File: src/rtl/cic_cfg_master_if.sv
// Host request/status lines plus the shared per-target CIC config bus for cic_cfg_master.
// master = the configuration initiator's view; slave = the host and CIC stage side.
interface cic_cfg_master_if #(
    parameter int NUM_TARGETS           = 3,
    parameter int CIC_CONFIG_DATA_WIDTH = 16
);
    logic                             Cfg_Req;
    logic [CIC_CONFIG_DATA_WIDTH-1:0] Cfg_Data;
    logic [NUM_TARGETS-1:0]           Cfg_Mask;
    logic                             Cfg_Ready;
    logic                             Cfg_Done;
    logic                             Cfg_Err;
    logic [NUM_TARGETS-1:0]           Err_Mask;
    logic [NUM_TARGETS-1:0]           Ack_Seen;
    logic [NUM_TARGETS-1:0]           isConfig;
    logic [CIC_CONFIG_DATA_WIDTH-1:0] Data_Config_Out;
    logic [NUM_TARGETS-1:0]           isCOnfigACK;
    logic [NUM_TARGETS-1:0]           isConfigDone;

    modport master (
        input  Cfg_Req, Cfg_Data, Cfg_Mask, isCOnfigACK, isConfigDone,
        output Cfg_Ready, Cfg_Done, Cfg_Err, Err_Mask, Ack_Seen, isConfig, Data_Config_Out
    );

    modport slave (
        output Cfg_Req, Cfg_Data, Cfg_Mask, isCOnfigACK, isConfigDone,
        input  Cfg_Ready, Cfg_Done, Cfg_Err, Err_Mask, Ack_Seen, isConfig, Data_Config_Out
    );
endinterface

File: src/rtl/cic_cfg_master.sv
// Configuration initiator: pulses isConfig to the masked CIC stages and collects their Done under a timeout.
// Optional macro CIC_CFG_RETRY_EN: one re-pulse of the still-missing targets before reporting failure.
module cic_cfg_master #(
    parameter int NUM_TARGETS           = 3,
    parameter int CIC_CONFIG_DATA_WIDTH = 16,
    parameter int TIMEOUT_CYCLES        = 64
) (
    input logic               CLK,
    input logic               RST,
    cic_cfg_master_if.master  bus
);
    localparam int TW = (TIMEOUT_CYCLES > 1) ? $clog2(TIMEOUT_CYCLES) : 1;
    localparam logic [TW-1:0] T_LAST = TW'(TIMEOUT_CYCLES - 1);

    typedef enum logic [2:0] {
        S_IDLE,
        S_PULSE,
        S_WAIT,
        S_DONE,
        S_FAIL
    } state_t;

    state_t                           state_q, state_d;
    logic [CIC_CONFIG_DATA_WIDTH-1:0] data_q, data_d;
    logic [NUM_TARGETS-1:0]           mask_q, mask_d;
    logic [NUM_TARGETS-1:0]           pulse_q, pulse_d;
    logic [NUM_TARGETS-1:0]           done_seen_q, done_seen_d;
    logic [NUM_TARGETS-1:0]           ack_seen_q, ack_seen_d;
    logic [NUM_TARGETS-1:0]           err_mask_q, err_mask_d;
    logic [TW-1:0]                    timer_q, timer_d;
    logic [NUM_TARGETS-1:0]           done_now;
`ifdef CIC_CFG_RETRY_EN
    logic                             retry_q, retry_d;
`endif

    always_ff @(posedge CLK or posedge RST) begin
        if (RST) begin
            state_q     <= S_IDLE;
            data_q      <= '0;
            mask_q      <= '0;
            pulse_q     <= '0;
            done_seen_q <= '0;
            ack_seen_q  <= '0;
            err_mask_q  <= '0;
            timer_q     <= '0;
`ifdef CIC_CFG_RETRY_EN
            retry_q     <= 1'b0;
`endif
        end else begin
            state_q     <= state_d;
            data_q      <= data_d;
            mask_q      <= mask_d;
            pulse_q     <= pulse_d;
            done_seen_q <= done_seen_d;
            ack_seen_q  <= ack_seen_d;
            err_mask_q  <= err_mask_d;
            timer_q     <= timer_d;
`ifdef CIC_CFG_RETRY_EN
            retry_q     <= retry_d;
`endif
        end
    end

    always_comb begin
        state_d     = state_q;
        data_d      = data_q;
        mask_d      = mask_q;
        pulse_d     = pulse_q;
        done_seen_d = done_seen_q;
        ack_seen_d  = ack_seen_q;
        err_mask_d  = err_mask_q;
        timer_d     = timer_q;
`ifdef CIC_CFG_RETRY_EN
        retry_d     = retry_q;
`endif
        // Done seen this very cycle counts, so it wins over an expiring timer.
        done_now    = done_seen_q | (bus.isConfigDone & mask_q);

        case (state_q)
            S_IDLE: begin
                if (bus.Cfg_Req) begin
                    data_d      = bus.Cfg_Data;
                    mask_d      = bus.Cfg_Mask;
                    pulse_d     = bus.Cfg_Mask;
                    done_seen_d = '0;
                    ack_seen_d  = '0;
                    err_mask_d  = '0;
`ifdef CIC_CFG_RETRY_EN
                    retry_d     = 1'b0;
`endif
                    state_d     = (bus.Cfg_Mask == '0) ? S_DONE : S_PULSE;
                end
            end
            S_PULSE: begin
                done_seen_d = done_now;
                ack_seen_d  = ack_seen_q | (bus.isCOnfigACK & mask_q);
                timer_d     = '0;
                state_d     = S_WAIT;
            end
            S_WAIT: begin
                done_seen_d = done_now;
                ack_seen_d  = ack_seen_q | (bus.isCOnfigACK & mask_q);
                timer_d     = timer_q + 1'b1;
                if (done_now == mask_q) begin
                    state_d = S_DONE;
                end else if (timer_q == T_LAST) begin
`ifdef CIC_CFG_RETRY_EN
                    if (!retry_q) begin
                        retry_d = 1'b1;
                        pulse_d = mask_q & ~done_now;
                        state_d = S_PULSE;
                    end else begin
                        err_mask_d = mask_q & ~done_now;
                        state_d    = S_FAIL;
                    end
`else
                    err_mask_d = mask_q & ~done_now;
                    state_d    = S_FAIL;
`endif
                end
            end
            S_DONE:  state_d = S_IDLE;
            S_FAIL:  state_d = S_IDLE;
            default: state_d = S_IDLE;
        endcase
    end

    // isConfig comes straight from the PULSE state, so it can never stay high two cycles in a row.
    assign bus.Cfg_Ready       = (state_q == S_IDLE);
    assign bus.Cfg_Done        = (state_q == S_DONE);
    assign bus.Cfg_Err         = (state_q == S_FAIL);
    assign bus.isConfig        = (state_q == S_PULSE) ? pulse_q : '0;
    assign bus.Data_Config_Out = data_q;
    assign bus.Ack_Seen        = ack_seen_q;
    assign bus.Err_Mask        = err_mask_q;
endmodule

File: src/flat_wrapper.sv
// flat-port wrapper written by rule: the top's interface ports become plain ports
module cic_cfg_master_flat 
#(
    parameter int NUM_TARGETS           = 3,
    parameter int CIC_CONFIG_DATA_WIDTH = 16,
    parameter int TIMEOUT_CYCLES        = 64
)
  (CLK, RST, bus_Cfg_Req, bus_Cfg_Data, bus_Cfg_Mask, bus_isCOnfigACK, bus_isConfigDone, bus_Cfg_Ready, bus_Cfg_Done, bus_Cfg_Err, bus_Err_Mask, bus_Ack_Seen, bus_isConfig, bus_Data_Config_Out);
  cic_cfg_master_if #(.NUM_TARGETS(NUM_TARGETS), .CIC_CONFIG_DATA_WIDTH(CIC_CONFIG_DATA_WIDTH)) bus_i ();
  input logic CLK;
  input logic RST;
  input wire logic [$bits(bus_i.Cfg_Req)-1:0] bus_Cfg_Req;
  input wire logic [$bits(bus_i.Cfg_Data)-1:0] bus_Cfg_Data;
  input wire logic [$bits(bus_i.Cfg_Mask)-1:0] bus_Cfg_Mask;
  input wire logic [$bits(bus_i.isCOnfigACK)-1:0] bus_isCOnfigACK;
  input wire logic [$bits(bus_i.isConfigDone)-1:0] bus_isConfigDone;
  output wire logic [$bits(bus_i.Cfg_Ready)-1:0] bus_Cfg_Ready;
  output wire logic [$bits(bus_i.Cfg_Done)-1:0] bus_Cfg_Done;
  output wire logic [$bits(bus_i.Cfg_Err)-1:0] bus_Cfg_Err;
  output wire logic [$bits(bus_i.Err_Mask)-1:0] bus_Err_Mask;
  output wire logic [$bits(bus_i.Ack_Seen)-1:0] bus_Ack_Seen;
  output wire logic [$bits(bus_i.isConfig)-1:0] bus_isConfig;
  output wire logic [$bits(bus_i.Data_Config_Out)-1:0] bus_Data_Config_Out;
  assign bus_i.Cfg_Req = bus_Cfg_Req;
  assign bus_i.Cfg_Data = bus_Cfg_Data;
  assign bus_i.Cfg_Mask = bus_Cfg_Mask;
  assign bus_i.isCOnfigACK = bus_isCOnfigACK;
  assign bus_i.isConfigDone = bus_isConfigDone;
  assign bus_Cfg_Ready = bus_i.Cfg_Ready;
  assign bus_Cfg_Done = bus_i.Cfg_Done;
  assign bus_Cfg_Err = bus_i.Cfg_Err;
  assign bus_Err_Mask = bus_i.Err_Mask;
  assign bus_Ack_Seen = bus_i.Ack_Seen;
  assign bus_isConfig = bus_i.isConfig;
  assign bus_Data_Config_Out = bus_i.Data_Config_Out;
  cic_cfg_master #(.NUM_TARGETS(NUM_TARGETS), .CIC_CONFIG_DATA_WIDTH(CIC_CONFIG_DATA_WIDTH), .TIMEOUT_CYCLES(TIMEOUT_CYCLES)) u_core (.CLK(CLK), .RST(RST), .bus(bus_i));
endmodule
File: config.mk
export PLATFORM = sky130hd
export DESIGN_NAME = cic_cfg_master_flat
export DESIGN_NICKNAME = d
export VERILOG_FILES = /design/src/rtl/cic_cfg_master_if.sv /design/src/rtl/cic_cfg_master.sv /design/src/flat_wrapper.sv
export SDC_FILE = /design/constraint.sdc
export NUM_CORES = 1
export LEC_CHECK = 0
export ABC_AREA = 1
export BUFFER_PORTS_ARGS = -buffer_cell sky130_fd_sc_hd__buf_2
export CAP_MARGIN = 10
export CORE_ASPECT_RATIO = 1.75
export CORE_MARGIN = 5
export CORE_UTILIZATION = 43
export CTS_BUF_LIST = sky130_fd_sc_hd__clkbuf_4 sky130_fd_sc_hd__clkbuf_8
export DETAILED_ROUTE_END_ITERATION = 7
export GPL_ROUTABILITY_DRIVEN = 0
export HOLD_SLACK_MARGIN = 0.06
export PLACE_DENSITY = 0.74
export SLEW_MARGIN = 5
export SYNTH_ARGS = -nofsm -noshare
export SYNTH_HDL_FRONTEND = slang
export SYNTH_SLANG_ARGS = --single-unit
File: constraint.sdc
create_clock -name CLK -period 1.46 [get_ports CLK]
set_clock_uncertainty 0.2 [all_clocks]
set_input_delay 0.219 -clock CLK [delete_from_list [all_inputs] [get_ports CLK]]
set_output_delay 0.219 -clock CLK [all_outputs]
set_load 0.005 [all_outputs]
# == After elaboration in Yosys (flattened, before gate mapping) ==
# Cells that the tools add are included.
# word_totals
register_bits,37
input_bits,28
out_inout_bits,28
word_cells,47
# op_classes
addsub,1
n_eq_ne,10
muxes,13
bitwise_logic,6
n_reduce_logical,10
# ops
operator,n
3-bit 2-to-1 mux,7
3-bit one-hot mux with 2 select lines,3
6-bit one-hot mux with 2 select lines,1
3-bit bitwise AND,3
3-bit one-hot mux with 3 select lines,1
"6-bit by 1-bit adder with 6-bit output, second input constant",1
"3-bit by 2-bit equality test with 1-bit output, second input constant",2
"6-bit equality test, second input constant",1
3-bit zero test,2
3-bit OR,2
2-bit AND reduction,3
2-bit nonzero test,3
"2-bit inequality test, second input constant",2
4-bit AND reduction,1
"3-bit by 1-bit equality test with 1-bit output, second input constant",1
3-bit equality test,1
"3-bit equality test, second input constant",1
"3-bit by 1-bit inequality test with 1-bit output, second input constant",1
3-bit inverter,1
2-bit 2-to-1 mux,1
"2-bit by 1-bit inequality test with 1-bit output, second input constant",1
2-bit OR reduction,1

# == Longest topological paths before layout ==
# logic_depth
depth_word,7
mapped_depth,8
ltp_nobuf,8

# == Worst setup path before layout ==
# No wires, ideal clock.
# synth_path
path_type,register to register
startpoint,"register, netlist name u_core.pulse_q[2]"
endpoint,register u_core.err_mask_q[0] (netlist: u_core.bus.Err_Mask[0])
setup_ns,0.117
t_arrival_ns,1.280
required_ns,1.143
path_slack_ns,-0.136
stages_incl_launch_ff,9
path_buffers,0
period_less_slack_ns,1.596
path_cell_list,dfrtp_1 > a21oi_1 > ha_1 > nand3_1 > nor2_1 > nor2_2 > nand2_1 > nand2_1 > nand2_1
# synth_lines
element,line,text
to (signal assigned),cic_cfg_master.sv:56,err_mask_q <= err_mask_d;
to (decl),cic_cfg_master.sv:29,"logic [NUM_TARGETS-1:0] err_mask_q, err_mask_d;"

==> key figures <==
Outcome
  – Status: complete, but fails checks
  – Failing checks: negative setup slack

Timing
  – RSZ-0062 raised after global routing: true
  – Final WS setup: -160 ps
  – TNS Setup: -3360 ps
  – Peak Freq: between 600 and 700 MHz
  – Period minus WS final: about 1600 ps
  – Slew Limit Fails: 0
  – Transition time at the pin with the least slew margin: 242 ps
  – Final Cycle Share: 111%
  – Final Hold Vio Count: 0
  – Worst slew margin: roughly 84%
  – # setup viols final: 40

Worst setup path
  – Worst Setup EP: u_core.bus.Err_Mask[2]
  – CP Max Fanout: 4
  – Crit-path max cell delay: ~430 ps
  – Flop-to-flop setup slack: -160 ps
  – Cell family with most CP delay: simple AND/OR/NAND/NOR gates
  – WP buf/inv: 0
  – Worst setup path class: reg -> reg
  – CP max stage cell: dfrtp_1
  – R2r startpoint: u_core.pulse_q[0]
  – Crit path cell chain: a21oi_4, ha_4, nand3_2, nor2_4, nor2_4, nand2_2, nand2_1, nand2_1
  – Required @ worst endpoint: approximately 1500 ps
  – R2r endpoint: u_core.bus.Err_Mask[2]
  – WP data arrival: ~1600 ps
  – Startpoint types: register
  – Critical path endpoint category: register
  – Critical Path Stages: 8
  – Critical Path Start: u_core.pulse_q[0]
  – Reg2Reg Depth: 8

Place
  – Post-DP HPWL: just under 3000 um
  – Worst slack, placed: -144 ps
  – Dpl cells: about 320
  – Port bufs: 55

Drt
  – Via-to-Cell Ratio: ~4.7
  – Detailed Route Iter0 Violations: 50
  – TritonRoute pass-1 iters: 4
  – Routed wire length: between 4000 and 5000 um
  – Met2 WL: about 2300 um
  – ANT nets after route: 0
  – M1 WL: between 1500 and 2000 um
  – DRC: 0
  – Avg WL per Cell: ~12 um
  – Via count: around 1.7k
  – Top layer in use: met4
  – WL met3: around 260 um

Yosys
  – Library cells used by synthesis: 21
  – Main area contributors after synthesis: dfrtp_1 54%, nand2_1 18%, o21ai_0 3.8%
  – Synthesized instance count: ~200
  – Syn nets: ~230
  – Post-synth top cells: 80 x nand2_1, 37 x dfrtp_1, 16 x inv_1
  – Yosys warnings: 0
  – Async SR Flop Fraction: 100%
  – Post-synth top flop: dfrtp_1
  – Flops & latches, synth: 37
  – Area fraction of the dominant cell type after synthesis: 54.0%
  – Most frequently used cell type in the post-synthesis netlist: nand2_1
  – Area leader, netlist: dfrtp_1
  – Cell Area, Synth: 1720 sq um
  – Avg Inst Size Synth: ~8.5 sq um
  – Number of flops mapped to enable cells by yosys: 0
  – Post-synthesis sequential area ratio: a little over half

Final layout
  – Number of diodes: 0
  – Area growth, synth to finish: 52.9%
  – Number of fillers in the final layout: approximately 320
  – Layout cells sized above 1: a little under two fifths
  – Nets@finish: roughly 340
  – Layout Cells excl Fill: 354

Floorplan
  – Die Ht: a little over 90 um
  – Initial Util: ~44%
  – Core area: about 3900 sq um
  – Die X: 57.7 um
  – Num rows: 30
  – IO Count: between 50 and 60
  – Full die area: 5400 sq um

Global route
  – Initial antenna violation count: 0
  – First-pass GRT wire length: 7130 um
  – All-Layer GR Usage: between 15 and 20%
  – Number of global-route vias before repair: 1632
  – Total gr overflow: 0
  – Largest net degree at the start of global routing: 38

Clock network
  – Num CTS Buffers: 5
  – Clk_lat worst skew: around 290 ps
  – Hold-fix buffers, CTS: 23
  – H-tree depth: 2
  – Reg clk slew, reported paths: 80 ps
  – CTS Buffer Depth: 2
  – Clk sink count: 37
  – Root Driver: clkbuf_8
  – CTS tree: yes

Pwr
  – P_leak: roughly 1.4 nW
  – Power density over cell area: between 1500 and 2000 nW/um^2
  – VDD IR max: 1.62 mV

Run
  – # Max-Cap Violations: 0

Hold path
  – Worst hold path type: in -> reg
## worst min-delay path by stage
stage | start | endpoint | slack, ps | cells after the start
after global routing | bus_isConfigDone[2] | u_core.done_seen_q[2] | 50 | 3
after global placement | RST | u_core.bus.Data_Config_Out[11] | 90 | 3
after CTS | bus_isConfigDone[0] | u_core.done_seen_q[0] | 40 | 3
after floorplan | bus_Cfg_Data[0] | u_core.bus.Data_Config_Out[0] | 140 | 2
after detailed placement | RST | u_core.bus.Data_Config_Out[10] | 80 | 3
final | bus_isConfigDone[2] | u_core.done_seen_q[2] | 30 | 3
## sequential cells by signal (all words and copies together), names as in the netlist
register                    count
u_core.state_q                  3
u_core.bus.Ack_Seen             3
u_core.done_seen_q              3
u_core.bus.Data_Config_Out     16
u_core.bus.Err_Mask             3
u_core.timer_q                  6
u_core.pulse_q                  3
## per-layer routing
metal / vias to the layer above / global-route usage (%)
met5: - / 0
met3: 9 / 3.87
met1: 781 / 19.5
li1: 841 / -
met2: 44 / 29.6
met4: 0 / 7.16
## cell usage in the layout, fill, tap and decap left out, types with 5 or more instances in the layout
master	count
nand3_1	9
o21ai_0	10
nor2_1	7
buf_6	6
nand2_1	79
nor2_2	5
dlygate4sd3_1	23
inv_1	13
a21oi_1	8
buf_2	55
buf_4	13
clkbuf_8	5
dfrtp_1	35
## cell type report
type	instances	area, sq um	share of cell area, %
Tap cell	48	60.1	2.29
Clock inverter	3	17.5	0.668
Inverter	19	83.8	3.20
Clock buffer	5	68.8	2.62
Timing Repair Buffer	98	691	26.3
Sequential cell	37	928	35.4
Multi-Input combinational cell	143	767	29.2
Timing Repair inverter	1	6.26	0.239
## metrics by stage
stage                     area, sq um  util, %  total power, mW  hold WS [ps]
final                            2620     67.8             5.15          34.0
after global routing             2620     67.8             5.62          52.8
after CTS                        2530     65.4             4.89          37.4
after detailed placement         2150     55.7             3.96          84.9
after global placement           2150     55.7             3.90          85.9
after floorplan                  1730        -             3.09           136
## where the power goes
part / switching [mW] / internal, mW / total [mW]
clock network: 0.366 / 0.329 / 0.695
logic: 1.49 / 1.24 / 2.73
registers: 0.277 / 1.45 / 1.73
total: 2.13 / 3.02 / 5.15
## logic make-up after synthesis
family                   after synthesis  synth area share (%)
AO/OA/AOI/OAI                         25                  7.51
adder cells (fa/ha/maj)                4                  2.92
buffers and inverters                 22                  5.84
flip-flops                            37                  54.0
AND/OR/NAND/NOR                      114                  29.8
## worst reg2reg max path: stages, from the launching register on
cell and delay, ps:
dfrtp_1 430, a21oi_4 210, ha_4 220, nand3_2 80, nor2_4 60, nor2_4 140, nand2_2 80, nand2_1 60
nand2_1 40
## timing repair
action                                  CTS  global route
buffers inserted                          4             3
gates cloned                              0             1
endpoints found under the setup margin   28            43
pin swaps                                 4             6
resized for setup                        11            19
endpoints found under the hold margin    62             2
Note: power is estimated with default switching activity, not from simulation.
